### src/rtl/uvmt_apb_adv_timer_pwm_meas.sv
// uvmt_apb_adv_timer_pwm_meas
// Measures period and high-time of one timer PWM output bit, flags a stuck
// output after TIMEOUT cycles without a rising edge, and presents each result
// as a single registered record over a valid/ready handshake.
// Optional build macro: UVMT_APB_ADV_TIMER_PWM_MEAS_SYNC_EN
//   defined   -> pwm_i passes through a 2-flop synchronizer (2 cycles latency)
//   undefined -> pwm_i is used directly
module uvmt_apb_adv_timer_pwm_meas #(
   parameter int CNT_W   = 16,
   parameter int TIMEOUT = 1024
) (
   input  logic             clk,
   input  logic             reset,
   input  logic             enable,
   input  logic             pwm_i,
   input  logic             clr_i,
   output logic             meas_valid,
   input  logic             meas_ready,
   output logic [CNT_W-1:0] meas_period,
   output logic [CNT_W-1:0] meas_high,
   output logic             meas_sat,
   output logic             meas_stuck,
   output logic             meas_level,
   output logic             meas_ovf
);

   localparam logic [CNT_W-1:0] CNT_MAX = '1;
   localparam int IDLE_W = (TIMEOUT > 2) ? $clog2(TIMEOUT) : 1;
   localparam logic [IDLE_W-1:0] IDLE_LAST = IDLE_W'(TIMEOUT - 1);

   typedef enum logic [1:0] {
      IDLE,
      ARM,
      MEASURE
   } state_t;

   state_t            state;
   logic              pwm_s;
   logic              pwm_q;
   logic              rise;
   logic              timeout_hit;
   logic [CNT_W-1:0]  period_cnt;
   logic [CNT_W-1:0]  high_cnt;
   logic [IDLE_W-1:0] idle_cnt;

   logic              rec_new;
   logic [CNT_W-1:0]  rec_period;
   logic [CNT_W-1:0]  rec_high;
   logic              rec_sat;
   logic              rec_stuck;
   logic              rec_level;

`ifdef UVMT_APB_ADV_TIMER_PWM_MEAS_SYNC_EN
   logic sync_1;
   logic sync_2;

   // Two-flop synchronizer bringing the PWM bit into the bench clock domain
   always_ff @(posedge clk) begin
      if (reset) begin
         sync_1 <= 1'b0;
         sync_2 <= 1'b0;
      end else begin
         sync_1 <= pwm_i;
         sync_2 <= sync_1;
      end
   end

   assign pwm_s = sync_2;
`else
   assign pwm_s = pwm_i;
`endif

   // History flop used for rising-edge detection; runs in every state
   always_ff @(posedge clk) begin
      if (reset) begin
         pwm_q <= 1'b0;
      end else begin
         pwm_q <= pwm_s;
      end
   end

   assign rise        = pwm_s & ~pwm_q;
   assign timeout_hit = (idle_cnt == IDLE_LAST);

   // Build the candidate record; a rise always beats a simultaneous timeout
   always_comb begin
      rec_new    = 1'b0;
      rec_period = '0;
      rec_high   = '0;
      rec_sat    = 1'b0;
      rec_stuck  = 1'b0;
      rec_level  = 1'b0;
      if (enable && (state != IDLE)) begin
         if (rise) begin
            if (state == MEASURE) begin
               rec_new    = 1'b1;
               rec_period = period_cnt;
               rec_high   = high_cnt;
               rec_sat    = (period_cnt == CNT_MAX);
            end
         end else if (timeout_hit) begin
            rec_new   = 1'b1;
            rec_stuck = 1'b1;
            rec_level = pwm_s;
         end
      end
   end

   // Measurement FSM with its period, high-time and idle counters
   always_ff @(posedge clk) begin
      if (reset || !enable) begin
         state      <= IDLE;
         period_cnt <= '0;
         high_cnt   <= '0;
         idle_cnt   <= '0;
      end else begin
         case (state)
            IDLE: begin
               state      <= ARM;
               period_cnt <= '0;
               high_cnt   <= '0;
               idle_cnt   <= '0;
            end
            ARM: begin
               if (rise) begin
                  state      <= MEASURE;
                  period_cnt <= CNT_W'(1);
                  high_cnt   <= CNT_W'(1);
                  idle_cnt   <= '0;
               end else if (timeout_hit) begin
                  idle_cnt <= '0;
               end else begin
                  idle_cnt <= idle_cnt + IDLE_W'(1);
               end
            end
            MEASURE: begin
               if (rise) begin
                  period_cnt <= CNT_W'(1);
                  high_cnt   <= CNT_W'(1);
                  idle_cnt   <= '0;
               end else if (timeout_hit) begin
                  state      <= ARM;
                  period_cnt <= '0;
                  high_cnt   <= '0;
                  idle_cnt   <= '0;
               end else begin
                  if (period_cnt != CNT_MAX) begin
                     period_cnt <= period_cnt + CNT_W'(1);
                  end
                  if (pwm_s && (high_cnt != CNT_MAX)) begin
                     high_cnt <= high_cnt + CNT_W'(1);
                  end
                  idle_cnt <= idle_cnt + IDLE_W'(1);
               end
            end
            default: begin
               state      <= IDLE;
               period_cnt <= '0;
               high_cnt   <= '0;
               idle_cnt   <= '0;
            end
         endcase
      end
   end

   // Single-entry output register; a record arriving while one is stalled is dropped
   always_ff @(posedge clk) begin
      if (reset) begin
         meas_valid  <= 1'b0;
         meas_period <= '0;
         meas_high   <= '0;
         meas_sat    <= 1'b0;
         meas_stuck  <= 1'b0;
         meas_level  <= 1'b0;
         meas_ovf    <= 1'b0;
      end else begin
         if (rec_new && (!meas_valid || meas_ready)) begin
            meas_valid  <= 1'b1;
            meas_period <= rec_period;
            meas_high   <= rec_high;
            meas_sat    <= rec_sat;
            meas_stuck  <= rec_stuck;
            meas_level  <= rec_level;
         end else if (meas_valid && meas_ready) begin
            meas_valid <= 1'b0;
         end
         if (rec_new && meas_valid && !meas_ready) begin
            meas_ovf <= 1'b1;
         end else if (clr_i) begin
            meas_ovf <= 1'b0;
         end
      end
   end

endmodule
### config.mk
export PLATFORM = sky130hd
export DESIGN_NAME = uvmt_apb_adv_timer_pwm_meas
export DESIGN_NICKNAME = d
export VERILOG_FILES = /design/src/rtl/uvmt_apb_adv_timer_pwm_meas.sv
export SDC_FILE = /design/constraint.sdc
export NUM_CORES = 1
export LEC_CHECK = 0
export BUFFER_PORTS_ARGS = -buffer_cell sky130_fd_sc_hd__buf_4
export CORE_AREA = 3 3 101 103
export DETAILED_ROUTE_END_ITERATION = 10
export DIE_AREA = 0 0 104 106
export GPL_TIMING_DRIVEN = 0
export HOLD_SLACK_MARGIN = 0.08
export PLACE_DENSITY = 0.57
export RECOVER_POWER = 100
export SLEW_MARGIN = 20
export SYNTH_ARGS = -nofsm -noshare
export SYNTH_HDL_FRONTEND = slang
export SYNTH_SLANG_ARGS = --single-unit
export TNS_END_PERCENT = 5
### constraint.sdc
create_clock -name clk -period 5.35 [get_ports clk]
set_input_delay 1.07 -clock clk [delete_from_list [all_inputs] [get_ports clk]]
set_output_delay 1.07 -clock clk [all_outputs]
set_load 0.03 [all_outputs]
==> metrics.txt <==
DRT antenna net count 0; Longest Clk Path Bufs 2; total track usage 17.5%; status completed; combinational power share 4.0%; number of global-route vias before repair between 3000 and 4000; switching portion of total power around 27%; Starting Density 40.1%; top_reg_cell synth dfxtp_1; reg2reg start state[0]; Routed Wire Length about 9.4 mm; f_max 340 MHz; Final Wtd Congestion 0.841; slowest CP cell o41ai_1; Final Hold Fails 0; XOR/XNOR share of the synthesized area 2.35%; CTS clk-pin slew, worst paths 0.10 ns; Compound-Gate Fraction of Synth Area 21.8%; EDFF count, synth 0; Clock Sinks 82; power share of the clock group 40.9%; Post-Syn Nets between 400 and 500; Pint approximately 0.00081 W; post-synth top area share 44.1%; GRT overflow 0; Worst setup endpoint meas_high[10]; total negative slack 0 ns; largest net degree at the start of global routing 18; family with the most delay on the worst path compound AO/OA/AOI/OAI gates; Finish-stage setup viols 0; H-tree depth 3; wire per inst 15.5 µm; worst path arrival time 3.20 ns; reg2reg setup slack between 2 and 2.5 ns; final setup skew 0.0147 ns; Crit path required time approximately 5.6 ns; Nets 484; clock buffer count from CTS 9; Die ar. about 0.011 mm²; TritonCTS clock tree built; clk root buf clkbuf_8; CTS-repair resized insts 0; Seq pwr share 55.1%; Post-Synth Simple-Gate Area 24.5%; Seq cells post-synth 82; DR vias 3319; mux cell area share after synthesis 0.806%; drt first pass iters 5; row count 35; top post-synthesis cells by area dfxtp_1 (44%), a22o_1 (5.2%), a31oi_1 (3.5%); Starting DRT DRC Count 139; Power per Cell Area roughly 260 mW/mm²; Layout area overhead 13.6%; startpoint type of the worst setup path primary input; Tcrit/Tclk final ~55%; Worst-Skew Late Latency 0.37 ns; Post-route DRC 0; die width about 100 µm; max cap viols 0; most frequent cell on the critical path clkbuf_1; P_leak 1.39 nW; DR vias/cell 5.49; Detailed Place HPWL 6.70 mm; cell area after synthesis 0.00373 mm²; Slew Limit Fails 0; setup bufs post-CTS 0; Setup crit end kind register; CP Max Fanout 10; chip height 106 µm; slew margin rel. 39.3%; Antenna diodes 0; Distinct cells, synth 53; worst slack, placed 2.41 ns; CTS Hold Bufs 0; global-route wire length before repair ~16 mm; PnR worst setup slack 2.41 ns; most common cell in the netlist dfxtp_1; Port Buffers 42; asr flop ratio synth 0%; NetSw 0.000305 W; cell taking the most area after synthesis dfxtp_1; Synth Instances 418; CP peak stage delay 0.74 ns; main combinational cell family by area after synthesis simple AND/OR/NAND/NOR gates; hold path cells 1; Synth Area in Adders 2.35%; Setup CP Type in -> reg; num ports between 40 and 50; Worst-Margin Slew 0.898 ns; post-synthesis average cell area 8.91 µm²; initial antenna violation count 0; Critical Path Stages 6; Critical path buffers and inverters 2; CP Launch Point pwm_i; RSZ-0062 raised after global routing false; Max VDD drop around 0.12 mV; core footprint 0.00928 mm²; fin crit period 2.94 ns; share of cells above drive strength 1 7.14%; Yosys warnings 0; HP Class reg -> reg; synth cell count leaders dfxtp_1 (82), nand2_1 (33), nor2_1 (27), o21ai_0 (25); worst r2r dst period_cnt[1]; R2R cell count 9; Seq/Total Area, Yosys between 40 and 50%; CP Cell Sequence clkbuf_1 > nor2b_1 > o41ai_1 > a31oi_1 > clkbuf_1 > a22o_1
power by group through the flow:
stage	combinational [W]	clock, W	sequential [W]
floorplan	0.0000297	0	0.000626
global placement	0.0000448	0	0.000627
detailed placement	0.0000451	0	0.000627
CTS	0.0000452	0.000463	0.000613
global route	0.0000495	0.000486	0.000613
finish	0.0000442	0.000455	0.000613
final cells by class:
class / count / area (µm²)
Inverter: 12 / 45.0
Multi-Input combinational cell: 299 / 1920
Tap cell: 129 / 161
Timing Repair Buffer: 42 / 169
Clock buffer: 9 / 124
Fill cell: 965 / 5050
Clock inverter: 7 / 73.8
Buffer: 25 / 103
Sequential cell: 82 / 1640
how the worst min path moves through the flow:
stage,start,endpoint
after detailed placement,idle_cnt[0],idle_cnt[0]
after global routing,idle_cnt[0],idle_cnt[0]
final,idle_cnt[0],idle_cnt[0]
after CTS,idle_cnt[0],idle_cnt[0]
after floorplan,idle_cnt[0],idle_cnt[0]
after global placement,idle_cnt[0],idle_cnt[0]
cells by family (layout without fill, tap and decap cells):
| family | after synthesis | count (layout) |
|---|---|---|
| mux | 3 | 3 |
| compound gates | 112 | 112 |
| flops | 82 | 82 |
| fa+ha+maj | 7 | 7 |
| xor+xnor | 10 | 10 |
| simple gates | 167 | 167 |
| buf+inv | 37 | 95 |
state kept, by name, indices dropped and copies added (netlist names), 2 cells and up:
signal and cells:
high_cnt 16, meas_high 16, meas_period 16, period_cnt 16
idle_cnt 10, state 2
placed cells by master (no fill, tap or decap), drive strengths merged, types with 2 or more instances in the layout:
| cell | instances |
|---|---|
| nor2b | 4 |
| nor4 | 3 |
| inv | 15 |
| buf | 7 |
| nor3 | 7 |
| nand3b | 11 |
| o221ai | 2 |
| nand2 | 33 |
| nand3 | 22 |
| a31oi | 21 |
| nand4 | 13 |
| mux2i | 3 |
| dfxtp | 82 |
| or4 | 2 |
| and3 | 10 |
| nand2b | 7 |
| nor2 | 28 |
| a22o | 22 |
| clkbuf | 69 |
| ha | 7 |
| clkinvlp | 2 |
| o41ai | 2 |
| a211oi | 3 |
| a21oi | 20 |
| or3 | 17 |
| xnor2 | 6 |
| and2 | 7 |
| clkinv | 2 |
| xor2 | 4 |
| o21ai | 26 |
| and4 | 2 |
| a41oi | 3 |
| o31ai | 3 |
per-stage QoR:
stage	instance area (µm²)	instances	hold slack, ns	power, W	util [%]
2_1_floorplan	3730	418	0.418	0.000656	-
6_report	4230	605	0.467	0.00111	45.6
3_5_place_dp	4200	589	0.455	0.000672	45.3
3_3_place_gp	4200	589	0.435	0.000672	45.3
5_1_grt	4230	605	0.496	0.00115	45.6
4_1_cts	4400	605	0.469	0.00112	47.4
layer usage:
layer | up-vias | GRT usage, % | wire, µm
met5 | - | 0 | 0
met4 | 0 | 6.93 | 155
met3 | 13 | 3.16 | 557
met2 | 103 | 26.2 | 3890
met1 | 1551 | 24.8 | 4790
li1 | 1652 | - | -
Note: power is estimated with default switching activity, not from simulation.
